--- config.mk ---
export PLATFORM = sky130hd
export DESIGN_NAME = score_keeper
export DESIGN_NICKNAME = d
export VERILOG_FILES = /design/src/rtl/scoreboard_pkg.sv /design/src/rtl/btn_debounce.sv /design/src/rtl/score_keeper.sv
export SDC_FILE = /design/constraint.sdc
export NUM_CORES = 1
export LEC_CHECK = 0
export CAP_MARGIN = 0
export CORE_AREA = 3 3 85 147
export CTS_CLUSTER_SIZE = 24
export DETAILED_ROUTE_END_ITERATION = 8
export DIE_AREA = 0 0 88 150
export GPL_TIMING_DRIVEN = 0
export PLACE_DENSITY = 0.59
export SYNTH_ARGS = -nofsm -noshare
export SYNTH_HDL_FRONTEND = slang
export SYNTH_SLANG_ARGS = --single-unit
--- constraint.sdc ---
create_clock -name clk_1khz -period 6.06 [get_ports clk_1khz]
set_input_delay 0.909 -clock clk_1khz [delete_from_list [all_inputs] [get_ports clk_1khz]]
set_output_delay 0.909 -clock clk_1khz [all_outputs]
set_load 0.01 [all_outputs]
--- src/rtl/scoreboard_pkg.sv ---
// Shared scoreboard types: BCD score digits, winner encoding and score conversion.
// Used by both score_keeper and display_controller.
package scoreboard_pkg;

    localparam int DIGIT_W   = 4;
    localparam int MAX_SCORE = 99;
    localparam int SCORE_W   = 7;

    typedef logic [DIGIT_W-1:0] bcd_t;

    typedef struct packed {
        bcd_t tens;
        bcd_t ones;
    } score_t;

    typedef enum logic [1:0] {
        WIN_NONE = 2'b00,
        WIN_P1   = 2'b01,
        WIN_P2   = 2'b10
    } winner_t;

    // Binary value of a BCD score, used for saturation and win comparisons.
    function automatic logic [SCORE_W-1:0] to_bin(score_t s);
        return SCORE_W'(s.tens) * SCORE_W'(10) + SCORE_W'(s.ones);
    endfunction

endpackage

--- src/rtl/btn_debounce.sv ---
// One push-button path: a 2-FF synchronizer, a stability counter, and a
// one-cycle pulse on each accepted press (0->1 of the debounced level).
module btn_debounce #(
    parameter int DEBOUNCE_MS = 20
) (
    input  logic clk,
    input  logic rst_n,
    input  logic raw,
    output logic press
);

    logic       sync_q1;
    logic       sync_q2;
    logic       level;
    logic       level_d;
    logic [7:0] cnt;

    // NOTE: non-blocking assignments let the synchronizer stages shift by one per edge.
    always_ff @(posedge clk or negedge rst_n) begin
        if (!rst_n) begin
            sync_q1 <= 1'b0;
            sync_q2 <= 1'b0;
            level   <= 1'b0;
            level_d <= 1'b0;
            cnt     <= '0;
            press   <= 1'b0;
        end else begin
            sync_q1 <= raw;
            sync_q2 <= sync_q1;
            // Any sample that agrees with the accepted level restarts the count.
            if (sync_q2 != level) begin
                if (cnt == 8'(DEBOUNCE_MS - 1)) begin
                    level <= sync_q2;
                    cnt   <= '0;
                end else begin
                    cnt <= cnt + 8'd1;
                end
            end else begin
                cnt <= '0;
            end
            level_d <= level;
            press   <= level & ~level_d;
        end
    end

endmodule

--- src/rtl/score_keeper.sv ---
// Debounces the five player buttons, keeps two saturating BCD scores,
// pulses a per-player scoring event and locks increments once a match is won.
module score_keeper
    import scoreboard_pkg::*;
#(
    parameter int DEBOUNCE_MS = 20,
    parameter int WIN_SCORE   = 21,
    parameter int WIN_LEAD    = 2
) (
    input  logic               clk_1khz,
    input  logic               rst_ni,
    input  logic               p1_inc_i,
    input  logic               p1_dec_i,
    input  logic               p2_inc_i,
    input  logic               p2_dec_i,
    input  logic               clear_i,
    output logic [DIGIT_W-1:0] p1_tens_o,
    output logic [DIGIT_W-1:0] p1_ones_o,
    output logic [DIGIT_W-1:0] p2_tens_o,
    output logic [DIGIT_W-1:0] p2_ones_o,
    output logic [1:0]         score_evt_o,
    output logic [1:0]         winner_o
);

    localparam int NUM_BTN    = 5;
    localparam int BTN_P1_INC = 0;
    localparam int BTN_P1_DEC = 1;
    localparam int BTN_P2_INC = 2;
    localparam int BTN_P2_DEC = 3;
    localparam int BTN_CLEAR  = 4;

    logic [NUM_BTN-1:0] raw_btn;
    logic [NUM_BTN-1:0] press;
    score_t             p1, p2;
    score_t             p1_next, p2_next;
    logic               inc_en;
    logic [1:0]         score_evt;
    winner_t            winner;

    assign raw_btn = {clear_i, p2_dec_i, p2_inc_i, p1_dec_i, p1_inc_i};

    for (genvar i = 0; i < NUM_BTN; i++) begin : g_btn
        btn_debounce #(.DEBOUNCE_MS(DEBOUNCE_MS)) u_btn (
            .clk   (clk_1khz),
            .rst_n (rst_ni),
            .raw   (raw_btn[i]),
            .press (press[i])
        );
    end

    function automatic score_t bcd_inc(score_t s);
        score_t r = s;
        if (s.ones == 4'd9) begin
            r.ones = '0;
            r.tens = s.tens + 4'd1;
        end else begin
            r.ones = s.ones + 4'd1;
        end
        return r;
    endfunction

    function automatic score_t bcd_dec(score_t s);
        score_t r = s;
        if (s.ones == 4'd0) begin
            r.ones = 4'd9;
            r.tens = s.tens - 4'd1;
        end else begin
            r.ones = s.ones - 4'd1;
        end
        return r;
    endfunction

    // Opposing inc/dec in the same cycle cancel; both ends of the range saturate.
    function automatic score_t step(score_t s, logic inc, logic dec);
        if (inc && !dec && to_bin(s) != SCORE_W'(MAX_SCORE)) return bcd_inc(s);
        if (dec && !inc && to_bin(s) != '0) return bcd_dec(s);
        return s;
    endfunction

    function automatic logic wins(score_t me, score_t other);
        int a;
        int b;
        a = int'(to_bin(me));
        b = int'(to_bin(other));
        return (a >= WIN_SCORE) && (a - b >= WIN_LEAD);
    endfunction

    always_comb begin
        inc_en  = (winner == WIN_NONE);
        p1_next = step(p1, press[BTN_P1_INC] & inc_en, press[BTN_P1_DEC]);
        p2_next = step(p2, press[BTN_P2_INC] & inc_en, press[BTN_P2_DEC]);
    end

    // The winner follows the registered scores, so it trails a score change by one cycle.
    always_ff @(posedge clk_1khz or negedge rst_ni) begin
        if (!rst_ni) begin
            p1        <= '0;
            p2        <= '0;
            score_evt <= '0;
            winner    <= WIN_NONE;
        end else if (press[BTN_CLEAR]) begin
            p1        <= '0;
            p2        <= '0;
            score_evt <= '0;
            winner    <= WIN_NONE;
        end else begin
            p1        <= p1_next;
            p2        <= p2_next;
            score_evt <= {p2_next != p2, p1_next != p1};
            if (wins(p1, p2))      winner <= WIN_P1;
            else if (wins(p2, p1)) winner <= WIN_P2;
            else                   winner <= WIN_NONE;
        end
    end

    assign p1_tens_o   = p1.tens;
    assign p1_ones_o   = p1.ones;
    assign p2_tens_o   = p2.tens;
    assign p2_ones_o   = p2.ones;
    assign score_evt_o = score_evt;
    assign winner_o    = winner;

endmodule

==> results_dict.tcl, run 1 <==
set metrics [dict create \
    vias 3994 \
    place_hpwl_um 8330 \
    grt_pass1_vias 4076 \
    track_usage_pct 17.8 \
    tightestPinTransition_ns 0.615 \
    yosysSeqAreaShare_pct 41.1 \
    min_to "g_btn[3].u_btn.sync_q2$_DFF_PN0_" \
    multiInputGateArea_sq_um 2900 \
    min-delay-start "g_btn[3].u_btn.sync_q1$_DFF_PN0_" \
    drt_iter0_drc 194 \
    postCtsSetupBuffers 0 \
    antenna_found_initial 0 \
    yosys_warnings 0 \
    io_pins 27 \
    setup_violations 0 \
    synth_edf_count 0 \
    htreeDepth 3 \
    cts_tree "yes" \
    synth.top_cell.area_share_pct 41.1 \
    r2r-start "p2_tens_o[1]$_DFF_PN0_" \
    crit_type "register to register" \
    rsz0062_at_grt "false" \
    hold_viol 0 \
    grt_remaining_overflow 0 \
    final_max_slew_viol_count 0 \
    finalWorstSetupSlack_ns 1.93 \
    ctsHoldBuffers 0 \
    fmax_mhz 242 \
    gp_congestion 0.869 \
    crit_fanout 10 \
    syn_area_sq_um 5170 \
    total_power_mw 1.18 \
    core-area_sq_um 11500 \
    reg2reg_slack_ns 1.93 \
    drt_pass1_iterations 4 \
    maxSlewHeadroom_pct 58.8 \
    synth_seq_cells 85 \
    synthArstFlopShare_pct 100 \
    synth_nets 586 \
    dp_slack_ns 1.92 \
    ir_worst_vdd_uv 180 \
    clock_latency_ns 0.33 \
    rr_worst_depth 16 \
    synth_commonest_cells "85 x dfrtp_1, 68 x nor2_1, 40 x ha_1" \
    die_w_um 88 \
    fp-row-count 52 \
    die_h_um 150 \
    seqCellArea_sq_um 2130 \
    wirelength_um 10800 \
    area_growth_pct 14.8 \
    cp.required_ns 6.28 \
    hold_class "register to register" \
    synth_top_cell_by_area "dfrtp_1" \
    synth_most_common_cell "dfrtp_1" \
    root_buffer "clkbuf_16" \
    min_path_cells 0 \
    arrival_ns 4.35 \
    die_area_sq_um 13200 \
    layout.nets 624 \
    start_util_pct 44.9 \
    antenna_cells 0 \
    power.leakage_nw 2.71 \
    synthFlopType "dfrtp_1" \
    whs_ns 0.348 \
    ys_types 65 \
    worstSetupStartpointType "register" \
    fillCellCount 1085 \
    status "finished clean" \
    grt_pass1_wl_um 18300 \
    cp-end-kind "register" \
    timing.rr.end "winner_o[1]$_DFF_PN0_" \
    synth.top_cells.by_area "dfrtp_1 41%, ha_1 9.7%, nor2_1 4.9%, xor2_1 4.4%, nand2_1 2.8%" \
    via_per_inst 5.62 \
    io_buffers 26 \
    period_share_pct 68.2 \
    postSynthCellCount 533 \
    cts_resized 0 \
    ant_nets 0 \
    avgSynthCellArea_sq_um 9.71 \
    cts_made_buffers 9 \
    finalSetupTns_ns 0 \
    cts.sinks 85 \
    clk_pin_slew_ns 0.06 \
    post-route-min-period_ns 4.13 \
    cellPowerDensity_nw_per_um2 199 \
    grt_max_degree 61 \
    fin_skew_ns 0.00768 \
    wl_per_cell_um 15.1 \
    cap_violations 0 \
    drc 0 \
    cts_max_path_buffers 2 \
    layout-drive-gt1-share_pct 6.94 \
]
[layout by cell type, fill, tap and decap left out, types with 4 or more instances in the layout]
cell,netlist,routed
nor3_1,8,8
o21ai_1,5,5
and2_1,15,15
mux2_2,5,5
fa_1,6,6
xnor2_1,13,13
or3_1,8,8
a31oi_1,4,4
clkbuf_16,0,9
or4_1,5,5
a21o_1,4,4
xor2_1,26,26
nor2b_1,10,10
ha_1,40,40
nand4_1,11,11
nor4_1,6,6
o21ai_0,17,17
clkdlybuf4s50_1,0,25
and3_1,5,5
inv_1,30,30
nor2_1,68,68
a211oi_1,5,5
a21oi_1,25,25
a21boi_0,4,4
nand2_1,38,38
clkbuf_1,8,9
dfrtp_1,85,85
nand3_1,24,24
[kinds of logic after synthesis]
| group | share of synthesized area, % |
|---|---|
| XOR/XNOR | 7.54 |
| multiplexers | 1.81 |
| AO/OA/AOI/OAI | 15.6 |
| AND/OR/NAND/NOR | 19.1 |
| buffers and inverters | 2.83 |
| adder cells (fa/ha/maj) | 12.0 |
| flip-flops | 41.1 |
[state kept, by name, summed over array words and instances (netlist names)]
register and count:
g_btn.u_btn.cnt 40, g_btn.u_btn.level 5, g_btn.u_btn.level_d 5, g_btn.u_btn.press 5, g_btn.u_btn.sync_q1 5, g_btn.u_btn.sync_q2 5
p1_ones_o 4, p1_tens_o 4, p2_ones_o 4, p2_tens_o 4, score_evt_o 2, winner_o 2
[through the flow]
step	area [sq um]	cells	util, %
detailed placement	5630	695	48.9
finish	5940	711	51.6
global route	5940	711	51.6
floorplan	5170	533	-
CTS	5940	711	51.6
global placement	5600	694	48.7
[worst max-delay path by stage]
stage | start | endpoint | slack [ns] | cells after the start
after floorplan | p2_tens_o[1]$_DFF_PN0_ | winner_o[0]$_DFF_PN0_ | 2.33 | 16
after global placement | rst_ni | p2_tens_o[3]$_DFF_PN0_ | 1.0 | 1
after detailed placement | p2_tens_o[1]$_DFF_PN0_ | winner_o[1]$_DFF_PN0_ | 1.92 | 16
after CTS | p2_tens_o[1]$_DFF_PN0_ | winner_o[1]$_DFF_PN0_ | 1.91 | 16
after global routing | p2_tens_o[1]$_DFF_PN0_ | winner_o[1]$_DFF_PN0_ | 1.55 | 16
final | p2_tens_o[1]$_DFF_PN0_ | winner_o[1]$_DFF_PN0_ | 1.93 | 16
[per-layer routing]
layer	GRT usage, %	vias up	wire [um]
met5	0	-	0
met4	8.99	0	365
met3	2.59	25	260
met2	34.0	64	6100
met1	18.0	1944	4040
li1	-	1961	-
[worst max-delay path, stage by stage, from the launching register on]
cell and delay [ns]:
dfrtp_1 0.57, ha_1 0.30, ha_1 0.19, inv_1 0.06, fa_1 0.43, inv_1 0.10
and3_1 0.17, or2_1 0.10, clkbuf_1 0.23, inv_1 0.08, ha_1 0.28, clkbuf_1 0.29
a21oi_1 0.10, nor4_1 0.34, a211oi_1 0.13, o311a_1 0.38, nor4_1 0.29
[where the power goes]
part / total (mW) / internal [mW] / leakage (nW) / switching, mW
sequential: 0.588 / 0.579 / 1.15 / 0.00919
clock: 0.557 / 0.352 / 0.152 / 0.205
combinational: 0.0371 / 0.0146 / 1.41 / 0.0225
[layout make-up]
type                            count  share of cell area [%]
Multi-Input combinational cell    409                    48.8
Sequential cell                    85                    35.8
Timing Repair Buffer               27                    4.80
Clock buffer                       13                    4.55
Tap cell                          135                    2.84
Inverter                           31                    1.96
Clock inverter                      3                   0.716
Buffer                              8                   0.505
Note: power is estimated with default switching activity, not from simulation.
==> run 2: changes to the inputs <==
clock period = 4.3 ns   (was 6.06 ns; I/O delays follow)
==> results_dict.tcl, run 2 (synthesis gave the netlist of run 1 again) <==
set metrics [dict create \
    track_usage_pct 17.8 \
    hold_class "primary input to asynchronous set/reset pin" \
    regMostFlops "g_btn.u_btn.cnt" \
    internal-power_mw 1.33 \
    fmax_mhz 251 \
    tightestPinTransition_ns 0.615 \
    die_w_um 88 \
    grt_pass1_vias 4076 \
    htreeDepth 3 \
    vias 3995 \
    gr-usage-met3_pct 2.59 \
    final_max_slew_viol_count 0 \
    cts_resized 0 \
    via_per_inst 5.63 \
    drt_iter0_drc 210 \
    p_comb_share_pct 3.1 \
    drt_pass1_iterations 4 \
    crit_fanout 10 \
    share_seq_of_total_power_pct 49.7 \
    crit_type "register to register" \
    grt_max_degree 61 \
    power.leakage_nw 2.71 \
    layout.nets 623 \
    cts.sinks 85 \
    dp_slack_ns 0.163 \
    final_cell_mix "84 x dfrtp_1, 68 x nor2_1, 40 x ha_1, 38 x nand2_1, 30 x inv_1" \
    gp_congestion 0.869 \
    die_h_um 150 \
    post-route-min-period_ns 3.98 \
    rsz0062_at_grt "false" \
    clock_latency_ns 0.33 \
    cellPowerDensity_nw_per_um2 281 \
    layout-drive-gt1-share_pct 7.13 \
    root_buffer "clkbuf_16" \
    io_buffers 26 \
    p_sw_mw 0.335 \
    drc 0 \
    cts_tree "yes" \
    whs_ns 0.223 \
    hold_viol 0 \
    io_pins 27 \
    switching_share_pct 20.1 \
    place_hpwl_um 8330 \
    gr-max-usage-layer "met2" \
    fin_skew_ns 0.00803 \
    fp-row-count 52 \
    postCtsSetupBuffers 0 \
    grt_remaining_overflow 0 \
    wl_per_cell_um 15.2 \
    worstSetupStartpointType "register" \
    ctsHoldBuffers 0 \
    final_util_pct 51.6 \
    arrival_ns 4.20 \
    finalWorstSetupSlack_ns 0.322 \
    met1_usage_pct 18.0 \
    period_share_pct 92.5 \
    area_growth_pct 14.8 \
    setup_violations 0 \
    maxSlewHeadroom_pct 58.8 \
    antenna_found_initial 0 \
    total_power_mw 1.67 \
    largest_reg_flops 40 \
    seqCellArea_sq_um 2130 \
    cts_made_buffers 9 \
    antenna_cells 0 \
    cp-end-kind "register" \
    grt_pass1_wl_um 18300 \
    cap_violations 0 \
    p_clk_share_pct 47.1 \
    clk_pin_slew_ns 0.06 \
    ant_nets 0 \
    start_util_pct 44.9 \
    dpl.cell_count 695 \
    met2_usage_pct 34.0 \
    cts_max_path_buffers 2 \
    core-area_sq_um 11500 \
    multiInputGateArea_sq_um 2900 \
    ir_worst_vdd_uv 254 \
    die_area_sq_um 13200 \
    fin_cells 710 \
    fillCellCount 1090 \
    cp.required_ns 4.52 \
    wirelength_um 10800 \
    mostFrequentLayoutCell "dfrtp_1" \
    status "finished clean" \
]
[run 2: path summary, 6_finish.rpt]
kind	from	endpoint	slack, ns	cells after the start
max in group asynchronous	rst_ni	p2_tens_o[1]$_DFF_PN0_	3.47	2
worst min-delay path	rst_ni	g_btn[4].u_btn.cnt[2]$_DFF_PN0_	0.22	1
worst min register to register	g_btn[3].u_btn.sync_q1$_DFF_PN0_	g_btn[3].u_btn.sync_q2$_DFF_PN0_	0.35	0
worst max-delay path	p2_tens_o[1]$_DFF_PN0_	winner_o[1]$_DFF_PN0_	0.32	15
min in group clk_1khz	g_btn[3].u_btn.sync_q1$_DFF_PN0_	g_btn[3].u_btn.sync_q2$_DFF_PN0_	0.35	0
worst max register to register	p2_tens_o[1]$_DFF_PN0_	winner_o[1]$_DFF_PN0_	0.32	15
[run 2: metal layers]
metal | share of wire [%] | up-vias
li1 | - | 1957
met1 | 37 | 1943
met2 | 57 | 68
met3 | 2.6 | 27
met4 | 3.6 | 0
met5 | 0 | -
[run 2: metrics by stage]
stage | area (sq um) | setup TNS [ns]
2_1_floorplan | 5170 | 0
3_3_place_gp | 5600 | -41.98
3_5_place_dp | 5630 | 0
4_1_cts | 5940 | 0
5_1_grt | 5940 | 0
6_report | 5940 | 0
[run 2: layout make-up]
cell class / count / share of cell area [%]
timing repair buffer: 27 / 4.80
clock inverter: 3 / 0.716
clock buffer: 13 / 4.55
tap: 135 / 2.84
inverter: 31 / 1.96
multi-input combinational: 409 / 48.9
buffer: 7 / 0.442
sequential: 85 / 35.8
[run 2: worst max-delay path, stage by stage (launching register included)]
cell	delay, ns
dfrtp_2	0.49
ha_1	0.32
ha_1	0.19
inv_1	0.06
fa_1	0.43
inv_1	0.10
and3_1	0.17
or2_1	0.10
clkbuf_1	0.23
inv_1	0.08
ha_1	0.41
and3_1	0.20
nor4_1	0.30
a211oi_1	0.13
o311a_1	0.38
nor4_1	0.29
[run 2: power groups by stage]
stage	Combinational, mW	Clock (mW)	Sequential [mW]
final	0.0523	0.786	0.829
after global routing	0.0613	0.848	0.831
after global placement	0.0506	0	0.844
after detailed placement	0.0548	0	0.844
after floorplan	0.0240	0	0.841
after CTS	0.0549	0.820	0.829
